$ cat src/rtl/nn_pkg.sv
// Shared types and defaults for the neural-layer datapath blocks.
package nn_pkg;

    // Default layer geometry: neurons per layer and word width.
    localparam int NN_SIZE  = 3;
    localparam int NN_DEPTH = 16;

    // Width of a counter that must hold the values 0..NN_SIZE inclusive.
    localparam int CNT_W = $clog2(NN_SIZE + 1);

    typedef logic signed [NN_DEPTH-1:0] word_t;
    typedef word_t [NN_SIZE-1:0]         vec_t;

endpackage

$ cat src/rtl/nn_relu.sv
// Combinational ReLU: negative two's-complement words become zero.
// With ENABLE=0 the word passes through untouched.
module nn_relu #(
    parameter int DEPTH  = 16,
    parameter int ENABLE = 1
) (
    input  logic [DEPTH-1:0] din,
    output logic [DEPTH-1:0] dout
);

    // Clamp on the sign bit only; no arithmetic, so no width growth.
    assign dout = ((ENABLE != 0) && din[DEPTH-1]) ? '0 : din;

endmodule

$ cat src/rtl/layer_output_collector.sv
// Collects SIZE serial layer outputs into one vector and presents it over a
// valid/ready handshake. A second (fill) buffer keeps collecting while a
// finished vector waits in the output register.
module layer_output_collector
    import nn_pkg::*;
#(
    parameter int SIZE  = NN_SIZE,
    parameter int DEPTH = NN_DEPTH,
    parameter int RELU  = 1
) (
    input  logic                       clk,
    input  logic                       rst,
    input  logic                       y_valid,
    input  logic [DEPTH-1:0]           y_in,
    input  logic                       out_ready,
    output logic                       out_valid,
    output logic [SIZE*DEPTH-1:0]      out_data,
    output logic [$clog2(SIZE+1)-1:0]  fill_cnt,
    output logic                       overflow
);

    localparam int CW = $clog2(SIZE + 1);

    logic [SIZE-1:0][DEPTH-1:0] fill;      // fill buffer, element i = word i
    logic [SIZE-1:0][DEPTH-1:0] vec_done;  // fill buffer with this cycle's word merged in
    logic [DEPTH-1:0]           word_f;    // incoming word after optional ReLU
    logic                       pending;   // fill buffer holds a complete vector
    logic                       accept;
    logic                       completes;
    logic                       drain;
    logic                       out_free;

    nn_relu #(
        .DEPTH  (DEPTH),
        .ENABLE (RELU)
    ) u_relu (
        .din  (y_in),
        .dout (word_f)
    );

    // pending is sampled before the update, so a word arriving on a draining
    // edge is still dropped.
    assign accept    = y_valid && !pending;
    assign completes = accept && (fill_cnt == CW'(SIZE - 1));
    assign drain     = out_valid && out_ready;
    assign out_free  = !out_valid || out_ready;

    // Vector as it will look once the current word lands in its slot.
    always_comb begin
        // NOTE: default first so every path assigns vec_done and no latch is inferred.
        vec_done = fill;
        for (int i = 0; i < SIZE; i++) begin
            if (CW'(i) == fill_cnt) begin
                vec_done[i] = word_f;
            end
        end
    end

    // Fill buffer data: write the accepted word into its arrival slot.
    // NOTE: data storage has no reset; fill_cnt and pending alone decide what is valid.
    always_ff @(posedge clk) begin
        if (accept) begin
            for (int i = 0; i < SIZE; i++) begin
                if (CW'(i) == fill_cnt) begin
                    fill[i] <= word_f;
                end
            end
        end
    end

    // Fill control, output register, handshake and sticky overflow.
    // NOTE: sequential state uses non-blocking assignments so every register
    // sees pre-edge values regardless of statement order.
    always_ff @(posedge clk) begin
        if (!rst) begin
            out_valid <= 1'b0;
            out_data  <= '0;
            fill_cnt  <= '0;
            overflow  <= 1'b0;
            pending   <= 1'b0;
        end else begin
            if (y_valid && pending) begin
                overflow <= 1'b1;
            end

            if (completes) begin
                if (out_free) begin
                    out_data  <= vec_done;
                    out_valid <= 1'b1;
                    fill_cnt  <= '0;
                end else begin
                    pending  <= 1'b1;
                    fill_cnt <= CW'(SIZE);
                end
            end else if (accept) begin
                fill_cnt <= fill_cnt + CW'(1);
            end else if (pending && drain) begin
                // Held vector moves up; out_valid stays high with no bubble.
                out_data <= fill;
                pending  <= 1'b0;
                fill_cnt <= '0;
            end

            if (drain && !pending && !completes) begin
                out_valid <= 1'b0;
            end
        end
    end

endmodule
$ cat config.mk
export PLATFORM = sky130hd
export DESIGN_NAME = layer_output_collector
export DESIGN_NICKNAME = d
export VERILOG_FILES = /design/src/rtl/nn_pkg.sv /design/src/rtl/nn_relu.sv /design/src/rtl/layer_output_collector.sv
export SDC_FILE = /design/constraint.sdc
export NUM_CORES = 1
export LEC_CHECK = 0
export ABC_AREA = 1
export CAP_MARGIN = 20
export CORE_MARGIN = 2
export CORE_UTILIZATION = 45
export CTS_BUF_LIST = sky130_fd_sc_hd__clkbuf_16
export CTS_CLUSTER_SIZE = 12
export DETAILED_ROUTE_END_ITERATION = 8
export GPL_ROUTABILITY_DRIVEN = 0
export GPL_TIMING_DRIVEN = 0
export PLACE_DENSITY_LB_ADDON = 0.15
export SYNTH_ARGS = -nofsm -noshare
export SYNTH_HDL_FRONTEND = slang
export SYNTH_HIERARCHICAL = 1
export SYNTH_SLANG_ARGS = --single-unit
$ cat constraint.sdc
create_clock -name clk -period 3.3 [get_ports clk]
set_input_delay 0.66 -clock clk [delete_from_list [all_inputs] [get_ports clk]]
set_output_delay 0.66 -clock clk [all_outputs]
set_load 0.02 [all_outputs]
After elaboration in Yosys (flattened, before gate mapping)
Cells that the tools add are included.

Add/subtract/negate cells: 1. Eq/ne operators: 6. Multiplexer cells: 16. Bitwise operators: 1. Reduce and logical (&&, ||, !) cells: 18.

Operators by type and width (count): $mux W48 (4); $mux W16 (3); $mux W15 (1); $mux W2 (4); $logic_and A1 B1 Y1 (7); $reduce_and A3 Y1 (2); $mux W1 (4); $ne A2 B1 Y1 const B (2); $logic_not A1 Y1 (3); $reduce_bool A3 Y1 (1); $add A2 B1 Y2 const B (1); $eq A1 B2 Y1 const A (1); $eq A2 B2 Y1 const A (1); $eq A2 B2 Y1 const B (1); $logic_not A2 Y1 (1); $ne A2 B2 Y1 const B (1); $reduce_and A2 Y1 (1); $reduce_bool A2 Y1 (1); $reduce_or A2 Y1 (1); $logic_or A1 B1 Y1 (1); $not A1 Y1 (1).

Flip-flop bits (word level): 101. Bits of input ports: 20. Output and inout bits: 52. Word-level logic and storage cells: 50.

Depth between registers and ports, before layout
Gate-level depths: netlist (run 1).

Depth after elaboration: 6. Gate-level depth with buffers: 11. Gate-level depth less buffers: 9.

By module
Netlist (run 1), hierarchy kept.

Modules (own cells, without submodules): layer_output_collector (instances 1, cells an instance 613, area each 4647.0 um2, seq. area each 2502.4 um2); nn_relu (instances 1, cells an instance 33, area each 135.1 um2, seq. area each 0.0 um2).

Least setup slack after synthesis (run 1)
OpenSTA, ideal clock, no wires.

Path type: input to register. Start point: in y_valid. End point: reg out_data[47]. Library setup time: 116 ps. Arrival: 2208 ps. Required time: 3184 ps. Setup slack: 977 ps. Stages on the path: 8. Buffers on the path: 1. Cell sequence: inv_2 nor2_4 nand3_4 nand2_4 inv_1 buf_2 nor2_1 nor2_1.

Cells in the longest elaborated chain, start to end: 4. Elaborated cells between the ends (all ways): 7. Those cells by class: eq/ne (2); mux (1); reduce/logical (4).

RTL lines: start: declaration (line layer_output_collector.sv:13) `input logic y_valid,`; $logic_and A1 B1 Y1 (*) (line layer_output_collector.sv:43) `assign accept = y_valid && !pending;`; net accept (line layer_output_collector.sv:28) `logic accept;`; $logic_and A1 B1 Y1 (line layer_output_collector.sv:44) `assign completes = accept && (fill_cnt == CW'(SIZE - 1));`; $ne A2 B1 Y1 (no source line) / $reduce_bool A2 Y1 (equally long branches); $reduce_and A3 Y1 (no source line); end signal: assignment (line layer_output_collector.sv:88) `out_data <= vec_done;`; end signal: assignment (line layer_output_collector.sv:99) `out_data <= fill;`; end: declaration (line layer_output_collector.sv:17) `output logic [SIZE*DEPTH-1:0] out_data,`.

The timed path passes the listed nets; every way through them passes the cells marked *. A chain may end at the register's enable or synchronous reset.

Worst setup path after layout (run 1)
Start point: in y_valid. End point: reg out_data[15].

Same word-level chain as after synthesis.

==> results.cfg, run 1 <==
[run_status]
status = finished clean

[setup_path]
cp.arrival_ns = 3.12
start_kind = input port
critPathMaxFanout = 31
cp.required_ns = 3.53
crit_type = in -> reg
endpoint_kind = register
r2r_cells = 8

[global_routing]
antenna_found_initial = 0
grt_pass1_wl_um = 20500
grt_usage_pct = 22.8
grt_pass1_vias = 4245
busiest_layer = met2
grt_max_degree = 32
use_met3_pct = 4.32
overflow = 0
grt_use_met1_pct = 29.7
grt.met2_usage_pct = 37.4

[yosys]
synth_nets = 670
post_synth.cell_area_avg_um2 = 7.40
synth_area_mm2 = 0.00478
synthDistinctLibCells = 22
syn_inst = 646
ys_warn_count = 6
yosysTopAreaCellShare_pct = 30.1
ys_seq_area_share_pct = 52.3
ys_ff_latch = 101
yosysTopAreaCell = edfxtp_1
netlist_top_cells_area = edfxtp_1 (30%), nand2_1 (24%), dfxtp_1 (22%), nor2_1 (6.3%), o21ai_0 (3.5%)

[layout]
drive_above_1_share_pct = 5.99
final_core_util_pct = 57.6
nets = 753
fillers = 996
layoutNonFillerInstCount = 870
multi_input_area_mm2 = 0.00195
layout_commonest_cell = nand2_1
syn_to_final_growth_pct = 24.3
final_cell_mix = nand2_1 (312), nor2_1 (80), clkdlybuf4s50_1 (71), dfxtp_1 (53), edfxtp_1 (48)
n_antenna_cell = 0
layout.area.seq_mm2 = 0.00250

[detailed_routing]
drt_pass1_iterations = 4
detail-route-antenna-nets = 0
routedWlPerCell_um = 14.3
vias = 4283
viasPerCell = 4.92
routed_wl_um = 12400
first_iter_violations = 277
drc = 0

[floorplanning]
start_util_pct = 46.3
die_w_um = 107
die_h_um = 107
pin_count = 72
num_rows = 37
coreArea_mm2 = 0.0103
dieArea_mm2 = 0.0115

[clock_network]
ctsHoldBuffers = 0
clk_pin_slew_ns = 0.06
clock-sinks = 101
clk_latency_ns = 0.33
cts-htree-levels = 3
clockBufferDepth = 2
post_cts_buffers = 0
ctsResizeCount = 0
cts-root-buf = clkbuf_16
cts_tree = done
numCtsBuffers = 9

[sta]
layout_setup_ws_ns = 0.412
finClkSkew_ns = 0.00560
drv_slew = 0
period_minus_slack_ns = 2.89
period_share_pct = 87.5
final.setup.tns_ns = 0
clock.fmax_ghz = 0.346
rsz0062_at_grt = no
setup_viol = 0
hold_slack_ns = 0.484
worst_pin_slew_ns = 0.995
hold_viol = 0
relSlewSlack_pct = 33.5

[hold_path]
hp-class = reg -> reg
whs_path_depth = 2

[pwr]
cellLeakagePower_nw = 2.76
ir_worst_vdd_uv = 220
powerDensity_mw_per_mm2 = 477

[placed_design]
placed_cells = 854
dp_hpwl_um = 8840
pre_cts_slack_ns = 0.0236
portBuffers = 71

[job]
maxCapViolations = 0
state kept, by name, summed over array words and instances, names as in the netlist:
signal and count:
fill 48, fill_cnt 2, out_data 48, out_valid 1, overflow 1, pending 1
synthesized netlist by cell type, drive strengths merged:
master	instances
a21oi	20
a31oi	1
buf	28
clkbuf	9
conb	1
dfxtp	53
edfxtp	48
ha	4
inv	31
nand2	313
nand3	22
nor2	82
o21ai	34
critical path, stage by stage:
cell and delay [ns]:
clkdlybuf4s50_1 0.57, inv_2 0.07, nor2_4 0.75, buf_16 0.26, nand3_4 0.17, nand2_4 0.15
inv_1 0.09, buf_2 0.20, nor2_1 0.14, nor2_1 0.06
final timing paths:
path | startpoint | endpoint | slack (ns)
worst max-delay path | y_valid | out_data[15] | 0.41
worst min-delay path | out_data[6] | out_data[6] | 0.48
worst max register to register | pending | out_data[15] | 0.97
worst min register to register | out_data[6] | out_data[6] | 0.48
cell type report:
| class | count | share of cell area [%] |
|---|---|---|
| well taps | 136 | 2.86 |
| inverters | 31 | 1.96 |
| multi-input cells | 477 | 32.9 |
| flip-flops and latches | 101 | 42.1 |
| plain buffers | 37 | 3.54 |
| repair buffers | 72 | 12.4 |
| clock buffers | 9 | 3.79 |
| clock inverters | 7 | 0.484 |
per-stage QoR:
stage	cell area [µm²]	power, W
floorplan	4780	0.00175
global placement	5660	0.00190
global route	5940	0.00297
finish	5940	0.00284
CTS	5940	0.00285
detailed placement	5690	0.00192
per-layer routing:
metal / vias up / wire (µm)
met4: 0 / 316
met2: 143 / 5800
li1: 2184 / -
met3: 25 / 729
met5: - / 0
met1: 1931 / 5590
cell families after synthesis:
group / synth area share, %
AND/OR/NAND/NOR: 33.9
flip-flops: 52.3
other: 0.0784
AO/OA/AOI/OAI: 5.78
buffers and inverters: 6.83
adder cells (fa/ha/maj): 1.05
report_power, final:
group	switching (W)	leakage, nW	internal [W]
clock	0.000447	0.142	0.000496
combinational	0.000275	1.71	0.000160
sequential	0.0000424	0.908	0.00142
Note: power is estimated with default switching activity, not from simulation.
==> inputs of run 2 (changes only) <==
- PLACE_DENSITY_LB_ADDON: 0.15 -> 0.1
- clock period: 3.3 -> 2.95 ns (I/O delays scaled with it)
==> run 2 against run 1 <==
Against the previous run: register-to-register slack got worse by 0.24 ns; clock skew up 0.00062 ns; count of clock-buffer cells in the layout stayed put; largest power group unchanged.
==> results.cfg, run 2 (same netlist as run 1, synthesis figures left out) <==
[floorplanning]
dieArea_mm2 = 0.0115
die_h_um = 107
num_rows = 37
coreArea_mm2 = 0.0103
pin_count = 72
start_util_pct = 46.3
die_w_um = 107

[sta]
layout_setup_ws_ns = 0.235
drv_slew = 0
clock.fmax_ghz = 0.368
rsz0062_at_grt = no
setup_viol = 0
relSlewSlack_pct = 45.0
period_share_pct = 92.0
finClkSkew_ns = 0.00623
hold_viol = 0
period_minus_slack_ns = 2.72
worst_pin_slew_ns = 0.823

[clock_network]
clock-sinks = 101
clockBufferDepth = 2
numCtsBuffers = 9
ctsResizeCount = 0
cts_tree = done
ctsHoldBuffers = 0
clk_pin_slew_ns = 0.07
cts-root-buf = clkbuf_16
clk_latency_ns = 0.34
cts-htree-levels = 3
post_cts_buffers = 0

[hold_path]
hp-class = reg -> reg
whs_path_depth = 2
worstHoldEndpoint = overflow
min_from = overflow

[setup_path]
r2r_end = out_data[39]
r2r_cells = 8
critPathLaunch = y_valid
cp.arrival_ns = 3.00
endpoint_kind = register
crit_type = in -> reg
cp.required_ns = 3.23
r2r-start = pending
start_kind = input port
rrSetupSlack_ns = 0.73
critPathMaxFanout = 27

[layout]
reg_top3 = fill x48, out_data x48, fill_cnt x2
final_area_mm2 = 0.00595
syn_to_final_growth_pct = 24.4
layout_commonest_cell = nand2_1
n_antenna_cell = 0
layoutNonFillerInstCount = 870
drive_above_1_share_pct = 6.27
nets = 753
final_cell_mix = nand2_1 (312), nor2_1 (80), clkdlybuf4s50_1 (71), dfxtp_1 (53), edfxtp_1 (48)

[global_routing]
use_met3_pct = 4.13
grt_pass1_wl_um = 20800
antenna_found_initial = 0
busiest_layer = met2
grt_pass1_vias = 4223
grt.met2_usage_pct = 37.8
grt_usage_pct = 23.2
overflow = 0
grt_use_met1_pct = 31.1
grt_max_degree = 28

[detailed_routing]
routedWlPerCell_um = 14.3
vias = 4347
viasPerCell = 5.00
routed_wl_um = 12400
first_iter_violations = 240
detail-route-antenna-nets = 0
drc = 0
drt_pass1_iterations = 5

[pwr]
ir_worst_vdd_uv = 262
cellLeakagePower_nw = 2.76
powerDensity_mw_per_mm2 = 539
power_w = 0.00320

[placed_design]
portBuffers = 71
dp_hpwl_um = 8770
pre_cts_slack_ns = -0.149
placed_cells = 854
placed_area_mm2 = 0.00568

[job]
maxCapViolations = 0

[run_status]
status = finished clean
==> run 2: changes by cell type in the layout (fill, tap and decap cells not counted) <==
cell      previous run  this run
clkinv_2             2         0
clkinv_1             1         2
inv_1               34        31
clkinv_4             0         2
buf_12               0         1
buf_16               1         0
inv_4                0         2
==> run 2: worst max-delay path, stage by stage <==
cell and delay [ns]:
clkdlybuf4s50_1 0.58, inv_2 0.07, nor2_4 0.63, buf_12 0.29, nand3_4 0.17, nand2_4 0.14
buf_6 0.16, buf_6 0.16, o21ai_0 0.09, nor2_1 0.12
==> run 2: per-layer routing <==
layer	vias up	wire [µm]	part of all wire [%]
met3	20	664	5.3
met2	135	5820	47
met4	0	235	1.9
met1	2003	5690	46
met5	-	0	0
li1	2189	-	-
==> run 2: worst max path at each step <==
stage,to
detailed placement,out_data[39]
finish,out_data[39]
floorplan,out_data[47]
CTS,out_data[39]
global route,out_data[39]
global placement,out_data[8]
==> run 2: cell type report <==
| cell class | count | area, µm² |
|---|---|---|
| plain buffers | 37 | 210 |
| well taps | 136 | 170 |
| fillers | 970 | 4370 |
| clock buffers | 9 | 225 |
| clock inverters | 7 | 41.3 |
| multi-input cells | 477 | 1950 |
| inverters | 31 | 116 |
| repair buffers | 72 | 731 |
| flip-flops and latches | 101 | 2500 |
==> run 2: stage by stage <==
stage / hold slack [ns] / utilization, % / setup TNS (ns)
2_1_floorplan: 0.535 / - / 0
3_3_place_gp: 0.451 / 54.9 / -28.00
3_5_place_dp: 0.456 / 55.0 / -5.04
4_1_cts: 0.474 / 57.6 / 0
5_1_grt: 0.504 / 57.6 / 0
6_report: 0.471 / 57.6 / 0
==> run 2: where the power goes <==
group	leakage, nW	total (W)	switching [W]	internal [W]
logic	1.71	0.000485	0.000307	0.000178
registers	0.908	0.00163	0.0000477	0.00158
clock network	0.137	0.00109	0.000522	0.000568
==> inputs of run 3 (changes only) <==
- HOLD_SLACK_MARGIN: unset -> 0.08
==> results of run 3 <==
Final layout, timing and power as in run 2 (identical DEF).
